--- src/rtl/functions_pkg.sv ---
// Shared elaboration-time helper functions.
package functions_pkg;

  function automatic int clog2(input int value);
    int r;
    r = 0;
    while ((1 << r) < value) r++;
    return r;
  endfunction

endpackage

--- src/rtl/pool_ctrl_pkg.sv ---
// Types and widths shared by the pooling frame sequencer, its scan counter and its port bundle.
package pool_ctrl_pkg;
  import functions_pkg::*;

  localparam int FRAME_H_MAX_DEF   = 224;
  localparam int FRAME_W_MAX_DEF   = 224;
  localparam int STRIDE_MAX_DEF    = 4;
  localparam int DRAIN_TIMEOUT_DEF = 1024;

  localparam int HB = clog2(FRAME_H_MAX_DEF) + 1;
  localparam int WB = clog2(FRAME_W_MAX_DEF) + 1;
  localparam int SB = clog2(STRIDE_MAX_DEF) + 1;
  localparam int AW = clog2(FRAME_H_MAX_DEF * FRAME_W_MAX_DEF);

  typedef enum logic [1:0] {
    IDLE  = 2'd0,
    FEED  = 2'd1,
    DRAIN = 2'd2,
    DONE  = 2'd3
  } state_e;

endpackage

--- src/rtl/pool_frame_ctrl_if.sv ---
// Port bundle between the frame sequencer (master) and scheduler / buffers / max_pool (slave).
interface pool_frame_ctrl_if;

  logic                         start;
  logic [pool_ctrl_pkg::HB-1:0] cfg_h;
  logic [pool_ctrl_pkg::WB-1:0] cfg_w;
  logic [pool_ctrl_pkg::SB-1:0] cfg_stride;
  logic                         feed_en;
  logic                         busy;
  logic                         done;
  logic                         cfg_err;
  logic                         to_err;
  logic                         rd_en;
  logic [pool_ctrl_pkg::AW-1:0] rd_addr;
  logic [pool_ctrl_pkg::HB-1:0] pool_frame_h;
  logic [pool_ctrl_pkg::WB-1:0] pool_frame_w;
  logic [pool_ctrl_pkg::SB-1:0] pool_stride;
  logic                         pool_frame_start;
  logic                         pool_din_vld;
  logic                         pool_dout_vld;
  logic                         wr_en;
  logic [pool_ctrl_pkg::AW-1:0] wr_addr;
  logic [pool_ctrl_pkg::AW-1:0] out_cnt;

  modport master (
    input  start, cfg_h, cfg_w, cfg_stride, feed_en, pool_dout_vld,
    output busy, done, cfg_err, to_err, rd_en, rd_addr,
           pool_frame_h, pool_frame_w, pool_stride, pool_frame_start, pool_din_vld,
           wr_en, wr_addr, out_cnt
  );

  modport slave (
    output start, cfg_h, cfg_w, cfg_stride, feed_en, pool_dout_vld,
    input  busy, done, cfg_err, to_err, rd_en, rd_addr,
           pool_frame_h, pool_frame_w, pool_stride, pool_frame_start, pool_din_vld,
           wr_en, wr_addr, out_cnt
  );

endinterface

--- src/rtl/pool_scan_cnt.sv ---
// Row-major pixel scan: row/column position, stride phases and linear read address.
// Advances one pixel per adv; parks on the last pixel until the next clr.
module pool_scan_cnt
  import pool_ctrl_pkg::*;
(
  input  logic          clk,
  input  logic          reset_n,
  input  logic          clr,
  input  logic          adv,
  input  logic [HB-1:0] frame_h,
  input  logic [WB-1:0] frame_w,
  input  logic [SB-1:0] stride,
  output logic [AW-1:0] addr,
  output logic          last_pixel,
  output logic          out_hit
);

  logic [HB-1:0] row_q, row_d;
  logic [WB-1:0] col_q, col_d;
  logic [SB-1:0] row_ph_q, row_ph_d;
  logic [SB-1:0] col_ph_q, col_ph_d;
  logic [AW-1:0] addr_q, addr_d;
  logic          col_wrap;

  always_comb begin
    col_wrap   = (col_q == frame_w - WB'(1));
    last_pixel = col_wrap && (row_q == frame_h - HB'(1));
    // A pooling window is anchored wherever both phases are zero.
    out_hit    = (row_ph_q == '0) && (col_ph_q == '0);
    row_d      = row_q;
    col_d      = col_q;
    row_ph_d   = row_ph_q;
    col_ph_d   = col_ph_q;
    addr_d     = addr_q;
    if (clr) begin
      row_d    = '0;
      col_d    = '0;
      row_ph_d = '0;
      col_ph_d = '0;
      addr_d   = '0;
    end else if (adv && !last_pixel) begin
      addr_d = addr_q + AW'(1);
      if (col_wrap) begin
        col_d    = '0;
        col_ph_d = '0;
        row_d    = row_q + HB'(1);
        row_ph_d = (row_ph_q == stride - SB'(1)) ? '0 : row_ph_q + SB'(1);
      end else begin
        col_d    = col_q + WB'(1);
        col_ph_d = (col_ph_q == stride - SB'(1)) ? '0 : col_ph_q + SB'(1);
      end
    end
  end

  always_ff @(posedge clk or negedge reset_n) begin
    if (!reset_n) begin
      row_q    <= '0;
      col_q    <= '0;
      row_ph_q <= '0;
      col_ph_q <= '0;
      addr_q   <= '0;
    end else begin
      row_q    <= row_d;
      col_q    <= col_d;
      row_ph_q <= row_ph_d;
      col_ph_q <= col_ph_d;
      addr_q   <= addr_d;
    end
  end

  assign addr = addr_q;

endmodule

--- src/rtl/pool_frame_ctrl.sv ---
// Frame sequencer for max_pool: latches config, feeds pixels, counts and addresses pooled writes.
// Reads are issued combinationally from the FEED state and feed_en; writes follow pool_dout_vld directly.
module pool_frame_ctrl
  import pool_ctrl_pkg::*;
#(
  parameter int FRAME_H_MAX   = FRAME_H_MAX_DEF,
  parameter int FRAME_W_MAX   = FRAME_W_MAX_DEF,
  parameter int STRIDE_MAX    = STRIDE_MAX_DEF,
  parameter int DRAIN_TIMEOUT = DRAIN_TIMEOUT_DEF
) (
  input  logic              clk,
  input  logic              reset_n,
  pool_frame_ctrl_if.master bus
);

  localparam int TW = functions_pkg::clog2(DRAIN_TIMEOUT + 1);

  state_e        state_q, state_d;
  logic [HB-1:0] h_q, h_d;
  logic [WB-1:0] w_q, w_d;
  logic [SB-1:0] s_q, s_d;
  logic [AW-1:0] exp_q, exp_d;
  logic [AW-1:0] out_cnt_q, out_cnt_d;
  logic [TW-1:0] idle_q, idle_d;
  logic          cfg_err_q, cfg_err_d;
  logic          to_err_q, to_err_d;
  logic          din_vld_q, din_vld_d;
  logic          fstart_q, fstart_d;

  logic          cfg_ok;
  logic          accept;
  logic          busy;
  logic          rd_en;
  logic          wr_en;
  logic          last_pixel;
  logic          out_hit;
  logic [AW-1:0] scan_addr;

  pool_scan_cnt u_scan (
    .clk        (clk),
    .reset_n    (reset_n),
    .clr        (accept),
    .adv        (rd_en),
    .frame_h    (h_q),
    .frame_w    (w_q),
    .stride     (s_q),
    .addr       (scan_addr),
    .last_pixel (last_pixel),
    .out_hit    (out_hit)
  );

  always_comb begin
    cfg_ok = (bus.cfg_h != '0) && (int'(bus.cfg_h) <= FRAME_H_MAX) &&
             (bus.cfg_w != '0) && (int'(bus.cfg_w) <= FRAME_W_MAX) &&
             (bus.cfg_stride != '0) && (int'(bus.cfg_stride) <= STRIDE_MAX);
    busy   = (state_q == FEED) || (state_q == DRAIN);
    accept = (state_q == IDLE) && bus.start && cfg_ok;
    rd_en  = (state_q == FEED) && bus.feed_en;
    // exp_q only counts windows already read, so early or surplus results are dropped.
    wr_en  = busy && bus.pool_dout_vld && (out_cnt_q < exp_q);

    state_d   = state_q;
    h_d       = h_q;
    w_d       = w_q;
    s_d       = s_q;
    exp_d     = (rd_en && out_hit) ? exp_q + AW'(1) : exp_q;
    out_cnt_d = wr_en ? out_cnt_q + AW'(1) : out_cnt_q;
    idle_d    = '0;
    cfg_err_d = 1'b0;
    to_err_d  = to_err_q;
    din_vld_d = rd_en;
    fstart_d  = rd_en && (scan_addr == '0);

    case (state_q)
      IDLE: begin
        cfg_err_d = bus.start && !cfg_ok;
        if (accept) begin
          state_d   = FEED;
          h_d       = bus.cfg_h;
          w_d       = bus.cfg_w;
          s_d       = bus.cfg_stride;
          exp_d     = '0;
          out_cnt_d = '0;
          to_err_d  = 1'b0;
        end
      end
      FEED: begin
        if (rd_en && last_pixel) state_d = DRAIN;
      end
      DRAIN: begin
        // Completion is judged on the post-write count so done lands the cycle after the final write.
        if (out_cnt_d == exp_q) begin
          state_d = DONE;
        end else if (bus.pool_dout_vld) begin
          idle_d = '0;
        end else if (idle_q == TW'(DRAIN_TIMEOUT - 1)) begin
          state_d  = IDLE;
          to_err_d = 1'b1;
        end else begin
          idle_d = idle_q + TW'(1);
        end
      end
      DONE: begin
        state_d = IDLE;
      end
      default: begin
        state_d = IDLE;
      end
    endcase
  end

  always_ff @(posedge clk or negedge reset_n) begin
    if (!reset_n) begin
      state_q   <= IDLE;
      h_q       <= '0;
      w_q       <= '0;
      s_q       <= '0;
      exp_q     <= '0;
      out_cnt_q <= '0;
      idle_q    <= '0;
      cfg_err_q <= 1'b0;
      to_err_q  <= 1'b0;
      din_vld_q <= 1'b0;
      fstart_q  <= 1'b0;
    end else begin
      state_q   <= state_d;
      h_q       <= h_d;
      w_q       <= w_d;
      s_q       <= s_d;
      exp_q     <= exp_d;
      out_cnt_q <= out_cnt_d;
      idle_q    <= idle_d;
      cfg_err_q <= cfg_err_d;
      to_err_q  <= to_err_d;
      din_vld_q <= din_vld_d;
      fstart_q  <= fstart_d;
    end
  end

  assign bus.busy             = busy;
  assign bus.done             = (state_q == DONE);
  assign bus.cfg_err          = cfg_err_q;
  assign bus.to_err           = to_err_q;
  assign bus.rd_en            = rd_en;
  assign bus.rd_addr          = scan_addr;
  assign bus.pool_frame_h     = h_q;
  assign bus.pool_frame_w     = w_q;
  assign bus.pool_stride      = s_q;
  assign bus.pool_frame_start = fstart_q;
  assign bus.pool_din_vld     = din_vld_q;
  assign bus.wr_en            = wr_en;
  assign bus.wr_addr          = out_cnt_q;
  assign bus.out_cnt          = out_cnt_q;

endmodule

--- src/flat_wrapper.sv ---
// flat-port wrapper written by rule: the top's interface ports become plain ports
module pool_frame_ctrl_flat import pool_ctrl_pkg::*;
#(
  parameter int FRAME_H_MAX   = FRAME_H_MAX_DEF,
  parameter int FRAME_W_MAX   = FRAME_W_MAX_DEF,
  parameter int STRIDE_MAX    = STRIDE_MAX_DEF,
  parameter int DRAIN_TIMEOUT = DRAIN_TIMEOUT_DEF
)
  (clk, reset_n, bus_start, bus_cfg_h, bus_cfg_w, bus_cfg_stride, bus_feed_en, bus_pool_dout_vld, bus_busy, bus_done, bus_cfg_err, bus_to_err, bus_rd_en, bus_rd_addr, bus_pool_frame_h, bus_pool_frame_w, bus_pool_stride, bus_pool_frame_start, bus_pool_din_vld, bus_wr_en, bus_wr_addr, bus_out_cnt);
  pool_frame_ctrl_if bus_i ();
  input  logic clk;
  input  logic reset_n;
  input wire logic [$bits(bus_i.start)-1:0] bus_start;
  input wire logic [$bits(bus_i.cfg_h)-1:0] bus_cfg_h;
  input wire logic [$bits(bus_i.cfg_w)-1:0] bus_cfg_w;
  input wire logic [$bits(bus_i.cfg_stride)-1:0] bus_cfg_stride;
  input wire logic [$bits(bus_i.feed_en)-1:0] bus_feed_en;
  input wire logic [$bits(bus_i.pool_dout_vld)-1:0] bus_pool_dout_vld;
  output wire logic [$bits(bus_i.busy)-1:0] bus_busy;
  output wire logic [$bits(bus_i.done)-1:0] bus_done;
  output wire logic [$bits(bus_i.cfg_err)-1:0] bus_cfg_err;
  output wire logic [$bits(bus_i.to_err)-1:0] bus_to_err;
  output wire logic [$bits(bus_i.rd_en)-1:0] bus_rd_en;
  output wire logic [$bits(bus_i.rd_addr)-1:0] bus_rd_addr;
  output wire logic [$bits(bus_i.pool_frame_h)-1:0] bus_pool_frame_h;
  output wire logic [$bits(bus_i.pool_frame_w)-1:0] bus_pool_frame_w;
  output wire logic [$bits(bus_i.pool_stride)-1:0] bus_pool_stride;
  output wire logic [$bits(bus_i.pool_frame_start)-1:0] bus_pool_frame_start;
  output wire logic [$bits(bus_i.pool_din_vld)-1:0] bus_pool_din_vld;
  output wire logic [$bits(bus_i.wr_en)-1:0] bus_wr_en;
  output wire logic [$bits(bus_i.wr_addr)-1:0] bus_wr_addr;
  output wire logic [$bits(bus_i.out_cnt)-1:0] bus_out_cnt;
  assign bus_i.start = bus_start;
  assign bus_i.cfg_h = bus_cfg_h;
  assign bus_i.cfg_w = bus_cfg_w;
  assign bus_i.cfg_stride = bus_cfg_stride;
  assign bus_i.feed_en = bus_feed_en;
  assign bus_i.pool_dout_vld = bus_pool_dout_vld;
  assign bus_busy = bus_i.busy;
  assign bus_done = bus_i.done;
  assign bus_cfg_err = bus_i.cfg_err;
  assign bus_to_err = bus_i.to_err;
  assign bus_rd_en = bus_i.rd_en;
  assign bus_rd_addr = bus_i.rd_addr;
  assign bus_pool_frame_h = bus_i.pool_frame_h;
  assign bus_pool_frame_w = bus_i.pool_frame_w;
  assign bus_pool_stride = bus_i.pool_stride;
  assign bus_pool_frame_start = bus_i.pool_frame_start;
  assign bus_pool_din_vld = bus_i.pool_din_vld;
  assign bus_wr_en = bus_i.wr_en;
  assign bus_wr_addr = bus_i.wr_addr;
  assign bus_out_cnt = bus_i.out_cnt;
  pool_frame_ctrl #(.FRAME_H_MAX(FRAME_H_MAX), .FRAME_W_MAX(FRAME_W_MAX), .STRIDE_MAX(STRIDE_MAX), .DRAIN_TIMEOUT(DRAIN_TIMEOUT)) u_core (.clk(clk), .reset_n(reset_n), .bus(bus_i));
endmodule
--- config.mk ---
export PLATFORM = sky130hd
export DESIGN_NAME = pool_frame_ctrl_flat
export DESIGN_NICKNAME = d
export VERILOG_FILES = /design/src/rtl/functions_pkg.sv /design/src/rtl/pool_ctrl_pkg.sv /design/src/rtl/pool_frame_ctrl_if.sv /design/src/rtl/pool_scan_cnt.sv /design/src/rtl/pool_frame_ctrl.sv /design/src/flat_wrapper.sv
export SDC_FILE = /design/constraint.sdc
export NUM_CORES = 1
export LEC_CHECK = 0
export CAP_MARGIN = 30
export CELL_PAD_IN_SITES_DETAIL_PLACEMENT = 0
export CELL_PAD_IN_SITES_GLOBAL_PLACEMENT = 1
export CORE_MARGIN = 2
export CORE_UTILIZATION = 26
export CTS_BUF_LIST = sky130_fd_sc_hd__clkbuf_4
export DETAILED_ROUTE_END_ITERATION = 8
export HOLD_SLACK_MARGIN = 0.06
export PLACE_DENSITY = 0.61
export SLEW_MARGIN = 40
export SYNTH_ARGS = -nofsm -noshare
export SYNTH_HDL_FRONTEND = slang
export SYNTH_SLANG_ARGS = --single-unit
--- constraint.sdc ---
create_clock -name clk -period 3.6 [get_ports clk]
set_clock_uncertainty 0.2 [all_clocks]
set_input_delay 0.54 -clock clk [delete_from_list [all_inputs] [get_ports clk]]
set_output_delay 0.54 -clock clk [all_outputs]
set_load 0.02 [all_outputs]
==> results of run 1 <==
==> cell usage after synthesis (3+ instances only) <==
| master | number |
|---|---|
| xor2_1 | 34 |
| and2_1 | 11 |
| a311oi_1 | 4 |
| ha_1 | 33 |
| xnor2_1 | 65 |
| mux2i_1 | 9 |
| o22ai_1 | 5 |
| buf_4 | 18 |
| nand3b_1 | 4 |
| inv_1 | 51 |
| nand3_1 | 34 |
| buf_2 | 5 |
| a21oi_1 | 20 |
| or3_1 | 9 |
| nand2b_1 | 12 |
| nand2_1 | 52 |
| mux2_2 | 10 |
| clkbuf_1 | 13 |
| nor4_2 | 4 |
| a211oi_1 | 3 |
| nand4_1 | 16 |
| o31ai_1 | 3 |
| o21ai_0 | 34 |
| buf_6 | 4 |
| o2bb2ai_1 | 3 |
| nor4_1 | 23 |
| a31oi_1 | 4 |
| and4_1 | 3 |
| nor2b_1 | 6 |
| nor2_1 | 84 |
| and3_1 | 15 |
| dfrtp_1 | 110 |
| nor3_1 | 19 |
==> cell type report <==
cell class	count	area [µm²]	area share (%)
sequential	110	2750	30.3
clock inverter	5	27.5	0.303
antenna	2	5.00	0.0551
tap	378	473	5.20
timing repair buffer	164	1520	16.7
multi-input combinational	582	4040	44.5
clock buffer	10	75.1	0.826
inverter	52	195	2.15
==> per-stage QoR <==
stage	setup WS [ns]	cell area [µm²]	setup TNS [ns]	hold WS (ns)	total power (µW)
6_report	0.224	9090	0	0.303	5690
5_1_grt	0.0174	9090	0	0.327	6210
4_1_cts	0.0120	9020	0	0.309	5740
3_5_place_dp	-0.0207	8910	-0.0444	0.288	5130
3_3_place_gp	-0.00718	8910	-0.0136	0.282	5120
2_1_floorplan	0.196	7240	0	0.0444	3910
==> state kept, by name, indices dropped and copies added (netlist names) <==
register / count
u_core.bus.cfg_err: 1
u_core.bus.out_cnt: 16
u_core.bus.pool_din_vld: 1
u_core.bus.pool_frame_h: 9
u_core.bus.pool_frame_start: 1
u_core.bus.pool_frame_w: 9
u_core.bus.pool_stride: 3
u_core.bus.to_err: 1
u_core.exp_q: 16
u_core.idle_q: 11
u_core.state_q: 2
u_core.u_scan.addr: 16
u_core.u_scan.col_ph_q: 3
u_core.u_scan.col_q: 9
u_core.u_scan.row_ph_q: 3
u_core.u_scan.row_q: 9
==> cell families (layout without fill, tap and decap cells) <==
family / Yosys count / after routing
adders and majority gates: 33 / 33
muxes: 21 / 21
other: 0 / 2
AOI/OAI and AO/OA: 109 / 109
DFF: 110 / 110
buffers and inverters: 95 / 231
and+or+nand+nor: 319 / 319
xor gates and xnor gates: 100 / 100
==> repair_timing <==
action,CTS,global route
hold buffers,1,0
endpoints found under the setup margin,1,1
pin swaps,0,2
hold endpoints to repair,47,0
setup buffers,0,6
gates resized for setup,1,6
==> per-layer routing <==
layer	track usage (%)	vias up	share of wire (%)
li1	-	3008	-
met1	19.0	2875	49
met5	0	-	0
met3	2.94	18	2.9
met4	2.98	0	1.2
met2	23.4	91	46
==> worst reg2reg max path: stages (launching register included) <==
cell and delay [ns]:
dfrtp_1 0.41, ha_1 0.31, nand4_1 0.16, or4_1 0.45
nor4_1 0.32, nand2_1 0.17, a32o_1 0.28, nand4bb_1 0.27
o311a_1 0.46, nand2_1 0.18, nor2_1 0.07
==> power groups by stage <==
| stage | clock network, µW | registers (µW) | logic (µW) |
|---|---|---|---|
| detailed placement | 0 | 1990 | 3130 |
| CTS | 618 | 1970 | 3150 |
| finish | 575 | 1950 | 3170 |
| floorplan | 0 | 2100 | 1820 |
| global route | 666 | 2030 | 3510 |
| global placement | 0 | 2000 | 3120 |
==> worst paths after layout <==
path | endpoint | startpoint | depth (start not counted)
worst min register to register | u_core.idle_q[0] | u_core.idle_q[0] | 1
worst max-delay path | u_core.idle_q[3] | u_core.bus.out_cnt[1] | 10
worst max register to register | u_core.idle_q[3] | u_core.bus.out_cnt[1] | 10
worst min-delay path | u_core.idle_q[0] | u_core.idle_q[0] | 1
min in group asynchronous | u_core.bus.pool_frame_w[7] | reset_n | 2
max in group asynchronous | u_core.bus.out_cnt[14] | reset_n | 3
==> reports/results.txt, run 1 <==
outcome: complete, no violations
FMAX: 296 MHz
fraction of registers with async set/reset: 100%
R2R Setup Slk: 0.22 ns
xor and xnor fraction of the mapped netlist area: 12.3%
Hold Crit Class: flop to flop
Die ar.: 29200 µm²
top fanout value on the critical path: 7
Final Slew Violations: 0
pin count of the biggest net entering global routing: 64
synth warn: 0
Final Hold Fails: 0
switching power share of the total: 44.6%
clock-pin slew on the worst setup and hold paths: 0.16 ns
most frequent cells in the layout: dfrtp_1 (109), clkdlybuf4s50_1 (100), nor2_1 (84)
mux cell area share after synthesis: 3.11%
count of final setup violators: 0
Logic pwr share: 55.6%
DR iter-0 viols: 231
Starting Density: 26.2%
Post-Route WL: 19700 µm
sequential cell area fraction in the yosys report: 38.0%
post-synthesis adder-cell area fraction: 5.70%
Via Count: 5992
DIE WIDTH: 171 µm
placed cells: 1279
wire per inst: 15.1 µm
Chip Height: 171 µm
critical path required time: 3.79 ns
FILL cells: 2934
share of cells above drive strength 1: 12.8%
largest family of logic cells by synthesized area: simple AND/OR/NAND/NOR gates
Post-Syn Nets: 846
antenna viol nets, final: 0
Final HPWL DP: 14800 µm
cell area after synthesis: 7240 µm²
CP arrival: 3.57 ns
grt total ovfl: 0
Yosys cell types: 83
worst IR drop on VDD: 0.316 mV
fin crit share: 93.8%
slowest stage cell, crit path: o311a_1
CP max stage delay: 0.46 ns
Vias/cell: 4.60
Non-Filler Instances: 1303
sequential group share of total power: 34.3%
Int Pwr: 3160 µW
CP Cell Sequence: ha_1 > nand4_1 > or4_1 > nor4_1 > nand2_1 > a32o_1 > nand4bb_1 > o311a_1 > nand2_1 > nor2_1
largest cells by area after synthesis: dfrtp_1 (38%), xnor2_1 (7.9%), ha_1 (5.7%)
Nets: 978
Clock Power Share: 10.1%
Leak: 0.00380 µW
flops & latches, synth: 110
post-synthesis compound-gate area fraction: 10.6%
delay-heaviest family, CP: simple AND/OR/NAND/NOR gates
DR DRC count: 0
CTS tree: done
gr usage total: 14.1%
Worst-Skew Late Latency: 0.50 ns
buffers added on ports: 102
unrepaired setup endpoints after global routing: no
initial antenna violation count: 2
first-pass GRT wire length: 32500 µm
Initial DRT Pass Iterations: 4
crit path launch type: flop
Synth Area in Simple Gates: 23.9%
most common cell after layout, fill and taps aside: dfrtp_1
core area: 27600 µm²
Worst setup EP type: flop
Max Cap Viol: 0
CTS HTree Levels: 3
Synth Instances: 787
Sw Pwr: 2540 µW
CTS sink cnt: 110
Tmin final: 3.38 ns
total CTS buffers: 9
worst slew pin tran: 0.699 ns
top cell type's share of synthesized area: 38.0%
Post-synth EDFFs: 0
pwr dens: 627 nW/µm²
cell mode on critical path: nand2_1
routability congestion estimate: 0.813
WS Path Type: flop to flop
vias in the first global route: 6032
slew margin rel.: 53.4%
Boundary Pins: 103
leading area contributor after synthesis: dfrtp_1
area growth from synthesis to final layout: 25.5%
CP Buf/Inv Count: 0
final core utilization: 32.9%
Max clock buf depth: 2
syn_area_per_cell: 9.20 µm²
# rows: 61
Root Buffer: clkbuf_4
top_reg_cell synth: dfrtp_1
No activity file was read; power rests on OpenSTA's default activity.
==> run 2: changes to the inputs <==
--- a/config.mk
+++ b/config.mk
@@ -12,6 +12,7 @@
 export CORE_UTILIZATION = 26
 export CTS_BUF_LIST = sky130_fd_sc_hd__clkbuf_4
 export DETAILED_ROUTE_END_ITERATION = 8
+export GPL_TIMING_DRIVEN = 0
 export HOLD_SLACK_MARGIN = 0.06
 export PLACE_DENSITY = 0.61
 export SLEW_MARGIN = 40
==> reports/results.txt, run 2 (same netlist as run 1, synthesis figures left out) <==
Tmin final: 3.49 ns
unrepaired setup endpoints after global routing: no
Chip Height: 171 µm
GR Util met1: 19.3%
crit path launch type: flop
most frequent cells in the layout: clkdlybuf4s50_1 (100), dfrtp_1 (98), nor2_1 (84)
Hold Crit Class: flop to flop
Final Instance Area: 9130 µm²
Worst-Skew Late Latency: 0.49 ns
wire per inst: 15.7 µm
CTS sink cnt: 110
first-pass GRT wire length: 32500 µm
pwr dens: 634 nW/µm²
gr usage total: 14.2%
Post-Route WL: 20400 µm
Starting Density: 26.2%
placed cell area: 8770 µm²
Max clock buf depth: 2
DIE WIDTH: 171 µm
Vias/cell: 4.63
clock-pin slew on the worst setup and hold paths: 0.17 ns
worst IR drop on VDD: 0.362 mV
worst slew pin tran: 0.621 ns
WS Path Type: flop to flop
Via Count: 5995
Die ar.: 29200 µm²
CP arrival: 3.68 ns
DR DRC count: 0
buffers added on ports: 102
Max Cap Viol: 0
count of final setup violators: 0
slew margin rel.: 58.4%
final core utilization: 33.0%
total CTS buffers: 9
gr busiest metal: met2
met2 Use GR: 23.4%
fin crit share: 97.0%
Final Hold Fails: 0
Final HPWL DP: 14800 µm
Leak: 0.00376 µW
CTS tree: done
Nets: 972
FILL cells: 2983
Root Buffer: clkbuf_4
most common cell after layout, fill and taps aside: clkdlybuf4s50_1
DR iter-0 viols: 246
Final Slew Violations: 0
Boundary Pins: 103
vias in the first global route: 5913
grt total ovfl: 0
share of cells above drive strength 1: 14.2%
CTS HTree Levels: 3
critical path required time: 3.79 ns
core area: 27600 µm²
outcome: complete, no violations
# rows: 61
routability congestion estimate: 0.777
Initial DRT Pass Iterations: 4
FMAX: 286 MHz
antenna viol nets, final: 0
initial antenna violation count: 1
top fanout value on the critical path: 8
Worst setup EP type: flop
M3 GR Usage: 2.31%
pin count of the biggest net entering global routing: 66
area growth from synthesis to final layout: 26.0%
run 2: changes by cell type in the layout (fill, tap and decap cells not counted), moves of 4 or more:
cell      change
dfrtp_1      -11
buf_2         +4
buf_6         +4
dfrtp_2      +11
buf_4        -26
clkbuf_1      +8
run 2: path summary, 6_finish.rpt:
kind                                   startpoint                endpoint  slack (ns)  depth (start not counted)
setup / recovery           u_core.bus.out_cnt[15]       u_core.state_q[1]        0.11                         12
hold / removal                   u_core.idle_q[0]        u_core.idle_q[0]        0.29                          1
setup reg to reg           u_core.bus.out_cnt[15]       u_core.state_q[1]        0.11                         12
hold reg to reg                  u_core.idle_q[0]        u_core.idle_q[0]        0.29                          1
max in group asynchronous                 reset_n   u_core.bus.out_cnt[7]        2.21                          3
min in group asynchronous                 reset_n  u_core.u_scan.col_q[8]        0.30                          2
run 2: per-layer routing:
layer  up-vias  part of all wire, %
li1       2993                    -
met1      2883                   49
met2       103                   47
met3        16                  3.0
met4         0                  1.4
met5         -                    0
run 2: what timing repair did:
action,4_1_cts,5_1_grt
pin swaps,3,5
cloned,0,0
endpoints found under the setup margin,32,42
hold buffers,1,0
hold endpoints to repair,45,0
setup buffers,4,10
resized for setup,24,15
run 2: layout make-up:
cell class,count,area [µm²],share of cell area (%)
antenna,1,2.50,0.0274
buffer,40,262,2.87
clock buffer,9,67.6,0.740
clock inverter,6,53.8,0.590
inverter,52,200,2.19
multi-input combinational,582,4130,45.2
sequential,110,2770,30.3
tap,378,473,5.18
timing repair buffer,118,1170,12.8
run 2: critical path, stage by stage, from the launching register on:
cell and delay (ns):
dfrtp_2 0.50, ha_1 0.32, nand4_1 0.20, buf_4 0.22, o2111ai_2 0.29, nor3_4 0.09
buf_4 0.19, a41oi_2 0.21, mux2i_2 0.34, o221ai_2 0.20, nor3_2 0.26, a21oi_1 0.08
a2111oi_2 0.32
run 2: through the flow:
step	hold slack [ns]	power [µW]	setup TNS, ns	std cells	worst slack [ns]
after floorplan	0.0444	3910	0	787	0.196
after global placement	0.279	5000	-382.96	1267	-3.03
after detailed placement	0.273	5010	-27.35	1268	-0.517
after CTS	0.293	5790	0	1285	0.0107
after global routing	0.317	6260	0	1296	0.0000289
final	0.293	5790	0	1296	0.108
run 2: where the power goes:
| part | internal [µW] | leakage (µW) | switching, µW |
|---|---|---|---|
| Sequential | 1550 | 0.00143 | 447 |
| Combinational | 1430 | 0.00226 | 1710 |
| Clock | 202 | 0.0000728 | 445 |
| Total | 3180 | 0.00376 | 2600 |
==> run 3: changes to the inputs <==
--- a/config.mk
+++ b/config.mk
@@ -14,6 +14,7 @@
 export DETAILED_ROUTE_END_ITERATION = 8
 export GPL_TIMING_DRIVEN = 0
 export HOLD_SLACK_MARGIN = 0.06
+export MAX_ROUTING_LAYER = met4
 export PLACE_DENSITY = 0.61
 export SLEW_MARGIN = 40
 export SYNTH_ARGS = -nofsm -noshare
==> reports/results.txt, run 3 (same netlist as run 1, synthesis figures left out) <==
Leak: 0.00377 µW
Vias/cell: 4.64
outcome: complete, no violations
Nets: 973
gr usage total: 14.6%
Max clock buf depth: 2
DR iter-0 viols: 246
share of cells above drive strength 1: 14.3%
Starting Density: 26.2%
Worst setup EP type: flop
most common cell after layout, fill and taps aside: clkdlybuf4s50_1
Worst-Skew Late Latency: 0.48 ns
Chip Height: 171 µm
pin count of the biggest net entering global routing: 66
min setup slack post-route: 0.0955 ns
worst IR drop on VDD: 0.361 mV
gr busiest metal: met2
Die ar.: 29200 µm²
routability congestion estimate: 0.789
top fanout value on the critical path: 8
Via Count: 6022
most frequent cells in the layout: clkdlybuf4s50_1 (100), dfrtp_1 (98), nor2_1 (84)
antenna viol nets, final: 0
Final Instance Area: 9150 µm²
clock-pin slew on the worst setup and hold paths: 0.17 ns
Final Slew Violations: 0
CTS sink cnt: 110
critical path required time: 3.79 ns
buffers added on ports: 102
dpl ws: -0.517 ns
WS Path Type: flop to flop
Tmin final: 3.50 ns
CTS tree: done
Initial DRT Pass Iterations: 4
count of final setup violators: 0
placed cell area: 8770 µm²
Boundary Pins: 103
grt total ovfl: 0
CP arrival: 3.69 ns
FMAX: 285 MHz
GR Util met1: 19.5%
wire per inst: 15.7 µm
initial antenna violation count: 1
area growth from synthesis to final layout: 26.3%
Final Hold Fails: 0
Root Buffer: clkbuf_4
Power, Total: 5770 µW
Final HPWL DP: 14800 µm
fin crit share: 97.3%
final core utilization: 33.1%
worst slew pin tran: 0.624 ns
Hold Crit Class: flop to flop
Post-Route WL: 20300 µm
placed cells: 1268
vias in the first global route: 5930
DR DRC count: 0
met2 Use GR: 23.3%
total CTS buffers: 9
first-pass GRT wire length: 32500 µm
Non-Filler Instances: 1297
worst reg2reg path depth: 12
slew margin rel.: 58.4%
Hold Path Depth: 1
Max Cap Viol: 0
# rows: 61
M3 GR Usage: 2.13%
pwr dens: 631 nW/µm²
unrepaired setup endpoints after global routing: no
crit path launch type: flop
core area: 27600 µm²
CTS HTree Levels: 3
DIE WIDTH: 171 µm
==> run 3: through the flow <==
stage               TNS, ns  hold slack, ns
floorplan                 0          0.0444
detailed placement   -27.35           0.273
CTS                       0           0.293
finish                    0           0.292
global route              0           0.318
global placement    -382.96           0.279
==> run 3: final cells by class <==
type	instances	area [µm²]
Inverter	52	200
Clock buffer	9	67.6
Timing Repair Buffer	119	1190
Clock inverter	6	53.8
Multi-Input combinational cell	582	4130
Fill cell	2982	18500
Buffer	40	262
Antenna cell	1	2.50
Tap cell	378	473
Sequential cell	110	2770
==> run 3: layer usage <==
layer | up-vias | share of wire, %
met4 | 0 | 1.2
li1 | 2998 | -
met3 | 15 | 2.5
met5 | - | 0
met1 | 2904 | 49
met2 | 105 | 47
==> run 3: critical path, cell delays in order, from the launching register on <==
cell,delay (ns)
dfrtp_2,0.50
ha_1,0.32
nand4_1,0.21
buf_4,0.22
o2111ai_2,0.30
nor3_4,0.09
buf_4,0.19
a41oi_2,0.21
mux2i_2,0.34
o221ai_2,0.20
nor3_2,0.27
a21oi_1,0.08
a2111oi_2,0.32
==> run 3: report_power, final <==
| part | switching (µW) | internal [µW] |
|---|---|---|
| clock network | 439 | 202 |
| registers | 447 | 1550 |
| logic | 1710 | 1430 |
==> run 3: worst paths after layout <==
path	startpoint	endpoint	slack, ns
max in group asynchronous	reset_n	u_core.bus.out_cnt[7]	2.21
worst min-delay path	u_core.idle_q[0]	u_core.idle_q[0]	0.29
min in group asynchronous	reset_n	u_core.bus.pool_frame_h[3]	0.32
worst max register to register	u_core.bus.out_cnt[15]	u_core.state_q[1]	0.1
worst min register to register	u_core.idle_q[0]	u_core.idle_q[0]	0.29
worst max-delay path	u_core.bus.out_cnt[15]	u_core.state_q[1]	0.1
==> run 3: timing repair <==
action / CTS / global route
gates resized for setup: 24 / 15
buffers inserted: 4 / 11
hold buffers: 1 / 0
pin swaps: 3 / 5
endpoints found under the hold margin: 45 / 0
endpoints found under the setup margin: 32 / 41
